[config.mk]
export PLATFORM = sky130hd
export DESIGN_NAME = branch_predict_unit
export DESIGN_NICKNAME = d
export VERILOG_FILES = /design/src/rtl/bru_pkg.sv /design/src/rtl/branch_resolve.sv /design/src/rtl/branch_predict_unit.sv
export SDC_FILE = /design/constraint.sdc
export NUM_CORES = 1
export LEC_CHECK = 0
export ABC_AREA = 0
export CAP_MARGIN = 20
export CORE_UTILIZATION = 47
export DETAILED_ROUTE_END_ITERATION = 12
export PLACE_DENSITY = 0.72
export SLEW_MARGIN = 25
export SYNTH_ARGS = -nofsm -noshare
export SYNTH_HDL_FRONTEND = slang
export SYNTH_SLANG_ARGS = --single-unit
[constraint.sdc]
create_clock -name clk -period 3.35 [get_ports clk]
set_input_delay 0.335 -clock clk [delete_from_list [all_inputs] [get_ports clk]]
set_output_delay 0.335 -clock clk [all_outputs]
set_load 0.02 [all_outputs]
[src/rtl/bru_pkg.sv]
// Package for the branch predict unit.
//
// Holds the branch-op encodings, the counter width, the conditional-branch
// classifier and the 2-bit saturating counter update.
package bru_pkg;

    // Width of each bimodal counter.
    localparam int CNT_W = 2;

    // Branch operation encodings. Codes 9-15 are not listed and resolve as
    // "no branch".
    typedef enum logic [3:0] {
        BR_NB   = 4'd0,
        BR_BEQ  = 4'd1,
        BR_BNE  = 4'd2,
        BR_BLT  = 4'd3,
        BR_BGE  = 4'd4,
        BR_BLTU = 4'd5,
        BR_BGEU = 4'd6,
        BR_JAL  = 4'd7,
        BR_JALR = 4'd8
    } br_op_e;

    // True for the conditional compares (BEQ..BGEU). Only these train the
    // predictor.
    function automatic logic is_cond_br(input logic [3:0] op);
        return (op >= BR_BEQ) && (op <= BR_BGEU);
    endfunction

    // Move a counter one step towards taken or not-taken, holding at the ends.
    function automatic logic [CNT_W-1:0] sat_update(input logic [CNT_W-1:0] cnt,
                                                    input logic             taken);
        if (taken) begin
            return (cnt == '1) ? cnt : cnt + 1'b1;
        end
        return (cnt == '0) ? cnt : cnt - 1'b1;
    endfunction

endpackage

[src/rtl/branch_resolve.sv]
// Combinational branch resolution for the execute stage.
//
// Ports:
//   ex_valid    in   execute stage holds a valid instruction
//   br_op       in   branch op (bru_pkg::br_op_e encodings)
//   opr1, opr2  in   rs1 / rs2 values
//   pred_taken  in   direction predicted at fetch
//   br_taken    out  resolved direction
//   mispredict  out  resolved direction disagrees with the prediction
module branch_resolve
    import bru_pkg::*;
#(
    parameter int XLEN = 32
) (
    input  logic            ex_valid,
    input  logic [3:0]      br_op,
    input  logic [XLEN-1:0] opr1,
    input  logic [XLEN-1:0] opr2,
    input  logic            pred_taken,
    output logic            br_taken,
    output logic            mispredict
);

    logic eq;
    logic lt_s;
    logic lt_u;

    assign eq   = (opr1 == opr2);
    assign lt_s = ($signed(opr1) < $signed(opr2));
    assign lt_u = (opr1 < opr2);

    // Jumps are always taken, so a jump mispredicts exactly when fetch guessed
    // not-taken. Unlisted op codes fall into the default and resolve as no
    // branch.
    always_comb begin
        br_taken   = 1'b0;
        mispredict = 1'b0;
        if (ex_valid) begin
            case (br_op)
                BR_BEQ:          br_taken = eq;
                BR_BNE:          br_taken = ~eq;
                BR_BLT:          br_taken = lt_s;
                BR_BGE:          br_taken = ~lt_s;
                BR_BLTU:         br_taken = lt_u;
                BR_BGEU:         br_taken = ~lt_u;
                BR_JAL, BR_JALR: br_taken = 1'b1;
                default:         br_taken = 1'b0;
            endcase
            if (is_cond_br(br_op)) begin
                mispredict = br_taken ^ pred_taken;
            end else if ((br_op == BR_JAL) || (br_op == BR_JALR)) begin
                mispredict = ~pred_taken;
            end
        end
    end

endmodule

[src/rtl/branch_predict_unit.sv]
// Branch predict unit: bimodal direction predictor plus RV32I branch resolve.
//
// Fetch reads a 2-bit counter indexed by if_pc[IDX_W+1:2] with zero latency.
// Execute resolves the branch, flags a mispredict and trains the same table.
// The table has no tags, so PCs that share an index share a counter.
//
// Ports:
//   clk, rst         clock, synchronous active-high reset
//   if_pc            fetch PC
//   if_pred_taken    predicted direction for if_pc
//   ex_valid         execute stage holds a valid instruction
//   ex_pc            execute-stage PC (selects the counter to train)
//   ex_br_op         branch op (bru_pkg::br_op_e)
//   ex_opr1/2        rs1 / rs2 values
//   ex_pred_taken    prediction piped down from fetch
//   ex_br_taken      resolved direction
//   ex_mispredict    flush/redirect request
//   perf_branches    conditional branches trained     (BRU_PERF_CNT_EN only)
//   perf_mispredicts mispredict cycles, all ops       (BRU_PERF_CNT_EN only)
//   perf_taken       conditional branches taken       (BRU_PERF_CNT_EN only)
//
// Define BRU_PERF_CNT_EN to add the three performance counters.
module branch_predict_unit
    import bru_pkg::*;
#(
    parameter int               XLEN     = 32,
    parameter int               IDX_W    = 6,
    parameter logic [CNT_W-1:0] CNT_INIT = 2'b01
) (
    input  logic            clk,
    input  logic            rst,
    input  logic [XLEN-1:0] if_pc,
    output logic            if_pred_taken,
    input  logic            ex_valid,
    input  logic [XLEN-1:0] ex_pc,
    input  logic [3:0]      ex_br_op,
    input  logic [XLEN-1:0] ex_opr1,
    input  logic [XLEN-1:0] ex_opr2,
    input  logic            ex_pred_taken,
    output logic            ex_br_taken,
    output logic            ex_mispredict
`ifdef BRU_PERF_CNT_EN
    ,
    output logic [31:0]     perf_branches,
    output logic [31:0]     perf_mispredicts,
    output logic [31:0]     perf_taken
`endif
);

    localparam int DEPTH = 2 ** IDX_W;

    logic [CNT_W-1:0] cnt_table [DEPTH];
    logic [IDX_W-1:0] if_idx;
    logic [IDX_W-1:0] ex_idx;
    logic             res_taken;
    logic             res_mispredict;
    logic             do_update;

    assign if_idx = if_pc[IDX_W+1:2];
    assign ex_idx = ex_pc[IDX_W+1:2];

    // PC bits outside the index never reach the predictor.
    logic unused_pc_bits;
    assign unused_pc_bits = ^{if_pc[XLEN-1:IDX_W+2], if_pc[1:0],
                              ex_pc[XLEN-1:IDX_W+2], ex_pc[1:0]};

    branch_resolve #(
        .XLEN(XLEN)
    ) u_resolve (
        .ex_valid   (ex_valid),
        .br_op      (ex_br_op),
        .opr1       (ex_opr1),
        .opr2       (ex_opr2),
        .pred_taken (ex_pred_taken),
        .br_taken   (res_taken),
        .mispredict (res_mispredict)
    );

    // Only valid conditional branches train the table; jumps are always taken
    // and would just push every aliased counter towards taken.
    assign do_update = ex_valid && is_cond_br(ex_br_op);

    // Reset has priority over training, so an update in the reset cycle is
    // dropped. Lookup reads the array directly, so a same-cycle update to the
    // looked-up entry only becomes visible on the following cycle.
    always_ff @(posedge clk) begin
        if (rst) begin
            for (int i = 0; i < DEPTH; i++) begin
                cnt_table[i] <= CNT_INIT;
            end
        end else if (do_update) begin
            cnt_table[ex_idx] <= sat_update(cnt_table[ex_idx], res_taken);
        end
    end

    assign if_pred_taken = rst ? 1'b0 : cnt_table[if_idx][CNT_W-1];
    assign ex_br_taken   = rst ? 1'b0 : res_taken;
    assign ex_mispredict = rst ? 1'b0 : res_mispredict;

`ifdef BRU_PERF_CNT_EN
    logic [31:0] branches_q;
    logic [31:0] mispredicts_q;
    logic [31:0] taken_q;

    // Counters advance on the same edge as the table update and wrap freely.
    always_ff @(posedge clk) begin
        if (rst) begin
            branches_q    <= '0;
            mispredicts_q <= '0;
            taken_q       <= '0;
        end else begin
            if (do_update) begin
                branches_q <= branches_q + 32'd1;
            end
            if (res_mispredict) begin
                mispredicts_q <= mispredicts_q + 32'd1;
            end
            if (do_update && res_taken) begin
                taken_q <= taken_q + 32'd1;
            end
        end
    end

    assign perf_branches    = rst ? 32'd0 : branches_q;
    assign perf_mispredicts = rst ? 32'd0 : mispredicts_q;
    assign perf_taken       = rst ? 32'd0 : taken_q;
`endif

endmodule
==> flow_metrics.env <==
export IMPL_run_status="finished, final reports clean"
export IMPL_yosys_cell_types_count=76
export IMPL_setup_violations=0
export IMPL_initial_core_util_pct=48.0
export IMPL_antenna_found_initial=0
export IMPL_clockPowerShare_pct=42.1
export IMPL_synth_compound_area_share_pct=7.86
export IMPL_avgRoutedWirePerCell_um=20.9
export IMPL_fill_cells=1370
export IMPL_avgSynthCellArea_sq_um=11.1
export IMPL_layout_nets=1069
export IMPL_async_flop_share_pct=0
export IMPL_max_freq_ghz=0.307
export IMPL_worst_slack_ns=0.0909
export IMPL_syn_inst=773
export IMPL_detail_route_antenna_nets=0
export IMPL_dr_pass1_iters=6
export IMPL_power_frac_seq_pct=39.3
export IMPL_min_path_type="input pin to flip-flop"
export IMPL_timing_final_crit_share_pct=97.3
export IMPL_drc=0
export IMPL_combPwrFrac_pct=18.6
export IMPL_min_period_ns=3.26
export IMPL_synth_net_count=941
export IMPL_ys_flop_type="edfxtp_1"
export IMPL_largest_reg_flops=128
export IMPL_coreArea_sq_mm=0.0180
export IMPL_worst_pin_slew_ns=0.701
export IMPL_drive_gt1_share_pct=34.8
export IMPL_cp_end_kind="output port"
export IMPL_viasPerCell=6.08
export IMPL_relSlewSlack_pct=52.9
export IMPL_start_kind="input pin"
export IMPL_area_growth_pct=31.0
export IMPL_final_setup_tns_ns=0
export IMPL_overflow=0
export IMPL_drv_cap=0
export IMPL_synth_top_family_by_area="simple AND/OR/NAND/NOR gates"
export IMPL_chipWidth_um=137
export IMPL_clk_latency_ns=0.42
export IMPL_critPathArrivalTime_ns=2.92
export IMPL_yosysSeqAreaShare_pct=44.6
export IMPL_post_place_ws_ns=-0.481
export IMPL_cts_root_buf="clkbuf_16"
export IMPL_swShare_pct=25.5
export IMPL_rrSetupSlack_ns=0.35
export IMPL_skew_ns=0.0107
export IMPL_num_vias=6949
export IMPL_fin_util_pct=62.9
export IMPL_cts_made_buffers=17
export IMPL_layout_common_cells="edfxtp_1, buf_4, nand2_1, nor2_1, nand4_1"
export IMPL_clk_pin_slew_ns=0.06
export IMPL_synth_adder_area_share_pct=4.76
export IMPL_yosysWarnings=0
export IMPL_peakVddDrop_uv=325
export IMPL_io_pins=139
export IMPL_synth_xor_area_share_pct=0.102
export IMPL_drv_slew=0
export IMPL_grt_usage_pct=25.6
export IMPL_min_path_cells=5
export IMPL_diodes=0
export IMPL_dieArea_sq_mm=0.0189
export IMPL_grt_max_degree=45
export IMPL_p_int_w=0.00345
export IMPL_synthMuxAreaShare_pct=11.6
export IMPL_netlist_area_sq_mm=0.00862
export IMPL_chipHeight_um=137
export IMPL_r2r_cells=10
export IMPL_h_tree_depth=4
export IMPL_clockBufferDepth=2
export IMPL_clock_sinks=128
export IMPL_leakagePower_nw=4.10
export IMPL_hpwl_mm=16.6
export IMPL_rows=49
export IMPL_cp_required_ns=3.01
export IMPL_power_switching_w=0.00118
export IMPL_criticalPathCategory="input pin to output port"
export IMPL_cp_max_fo=6
export IMPL_layout_commonest_cell="edfxtp_1"
export IMPL_drtIter0Drc=600
export IMPL_grt_first_pass_wirelength_mm=36.0
export IMPL_regMostFlops="cnt_table"
export IMPL_tritoncts="yes"
export IMPL_synth_edf_count=128
export IMPL_grt_pass1_vias=6799
export IMPL_final_hold_viol_count=0
export IMPL_io_buffers=86
export IMPL_routed_wl_mm=23.9
export IMPL_synth_simple_gate_area_share_pct=25.1
export IMPL_power_density_mw_per_mm2=410
export IMPL_top_regs="cnt_table x128"
export IMPL_gp_congestion=0.881
export IMPL_ys_seq_elements=128
-- cell usage after synthesis (18+ instances only) --
| master | number | area, sq um |
|---|---|---|
| edfxtp_1 | 128 | 3840 |
| nand2_1 | 59 | 221 |
| nand4_1 | 45 | 282 |
| nor2_1 | 45 | 169 |
| nand3_1 | 37 | 185 |
| mux4_2 | 36 | 811 |
| nand2b_1 | 34 | 213 |
| inv_1 | 33 | 124 |
| nor3_2 | 33 | 330 |
| ha_1 | 32 | 400 |
| or2_2 | 30 | 188 |
| nor2_2 | 28 | 175 |
| clkbuf_1 | 25 | 93.8 |
| a21oi_1 | 24 | 120 |
| buf_2 | 18 | 90.1 |
-- stage by stage --
step	area, sq um	cells	power, W	hold slack (ns)
final	11300	1142	0.00463	0.610
after global routing	11300	1142	0.00476	0.645
after detailed placement	10100	1099	0.00264	1.04
after floorplan	8620	773	0.00230	0.702
after global placement	10100	1099	0.00263	1.03
after CTS	10800	1133	0.00457	0.604
-- layer usage --
metal	wire length, um	share of wire, %	vias up	GRT usage [%]
li1	-	-	3168	-
met1	9550	40	3414	32.8
met2	11900	50	312	42.5
met3	1770	7.4	55	5.08
met4	675	2.8	0	10.1
met5	0	0	-	0
-- final cells by class --
class / count / area, sq um / share of cell area, %
inverters: 34 / 128 / 1.13
repair buffers: 177 / 1810 / 16.0
multi-input cells: 543 / 4610 / 40.8
clock buffers: 17 / 425 / 3.77
flip-flops and latches: 128 / 3840 / 34.0
clock inverters: 14 / 189 / 1.67
well taps: 229 / 287 / 2.54
-- worst max-delay path, stage by stage --
cell	delay, ns
clkdlybuf4s50_1	0.41
ha_2	0.19
a21oi_2	0.13
o21ai_1	0.09
a221o_1	0.33
o31a_1	0.36
o41a_1	0.46
o22ai_4	0.25
o31a_1	0.18
nor3_2	0.05
buf_4	0.16
-- worst paths after layout --
check                                      start          endpoint
worst max-delay path                  ex_opr1[4]     ex_mispredict
worst min-delay path                         rst  cnt_table[28][0]
worst max register to register   cnt_table[9][1]  cnt_table[37][1]
worst min register to register  cnt_table[56][1]  cnt_table[28][0]
-- power groups by stage --
stage	sequential [W]	combinational [W]	clock (W)
6_report	0.00182	0.000862	0.00195
5_1_grt	0.00182	0.000922	0.00201
4_1_cts	0.00182	0.000800	0.00195
3_5_place_dp	0.00185	0.000789	0
3_3_place_gp	0.00185	0.000779	0
2_1_floorplan	0.00184	0.000465	0
-- logic make-up after synthesis --
group | Yosys count
buf+inv | 102
xor+xnor | 1
fa+ha+maj | 33
compound gates | 90
flops | 128
mux | 53
simple gates | 366
-- repair_timing --
action / 4_1_cts / 5_1_grt
cloned: 1 / 0
setup endpoints to repair: 3 / 2
endpoints found under the hold margin: 0 / 0
buffers inserted: 2 / 9
gates resized for setup: 15 / 90
pin swaps: 4 / 29
hold buffers: 0 / 0
(Power assumes the default switching activity.)
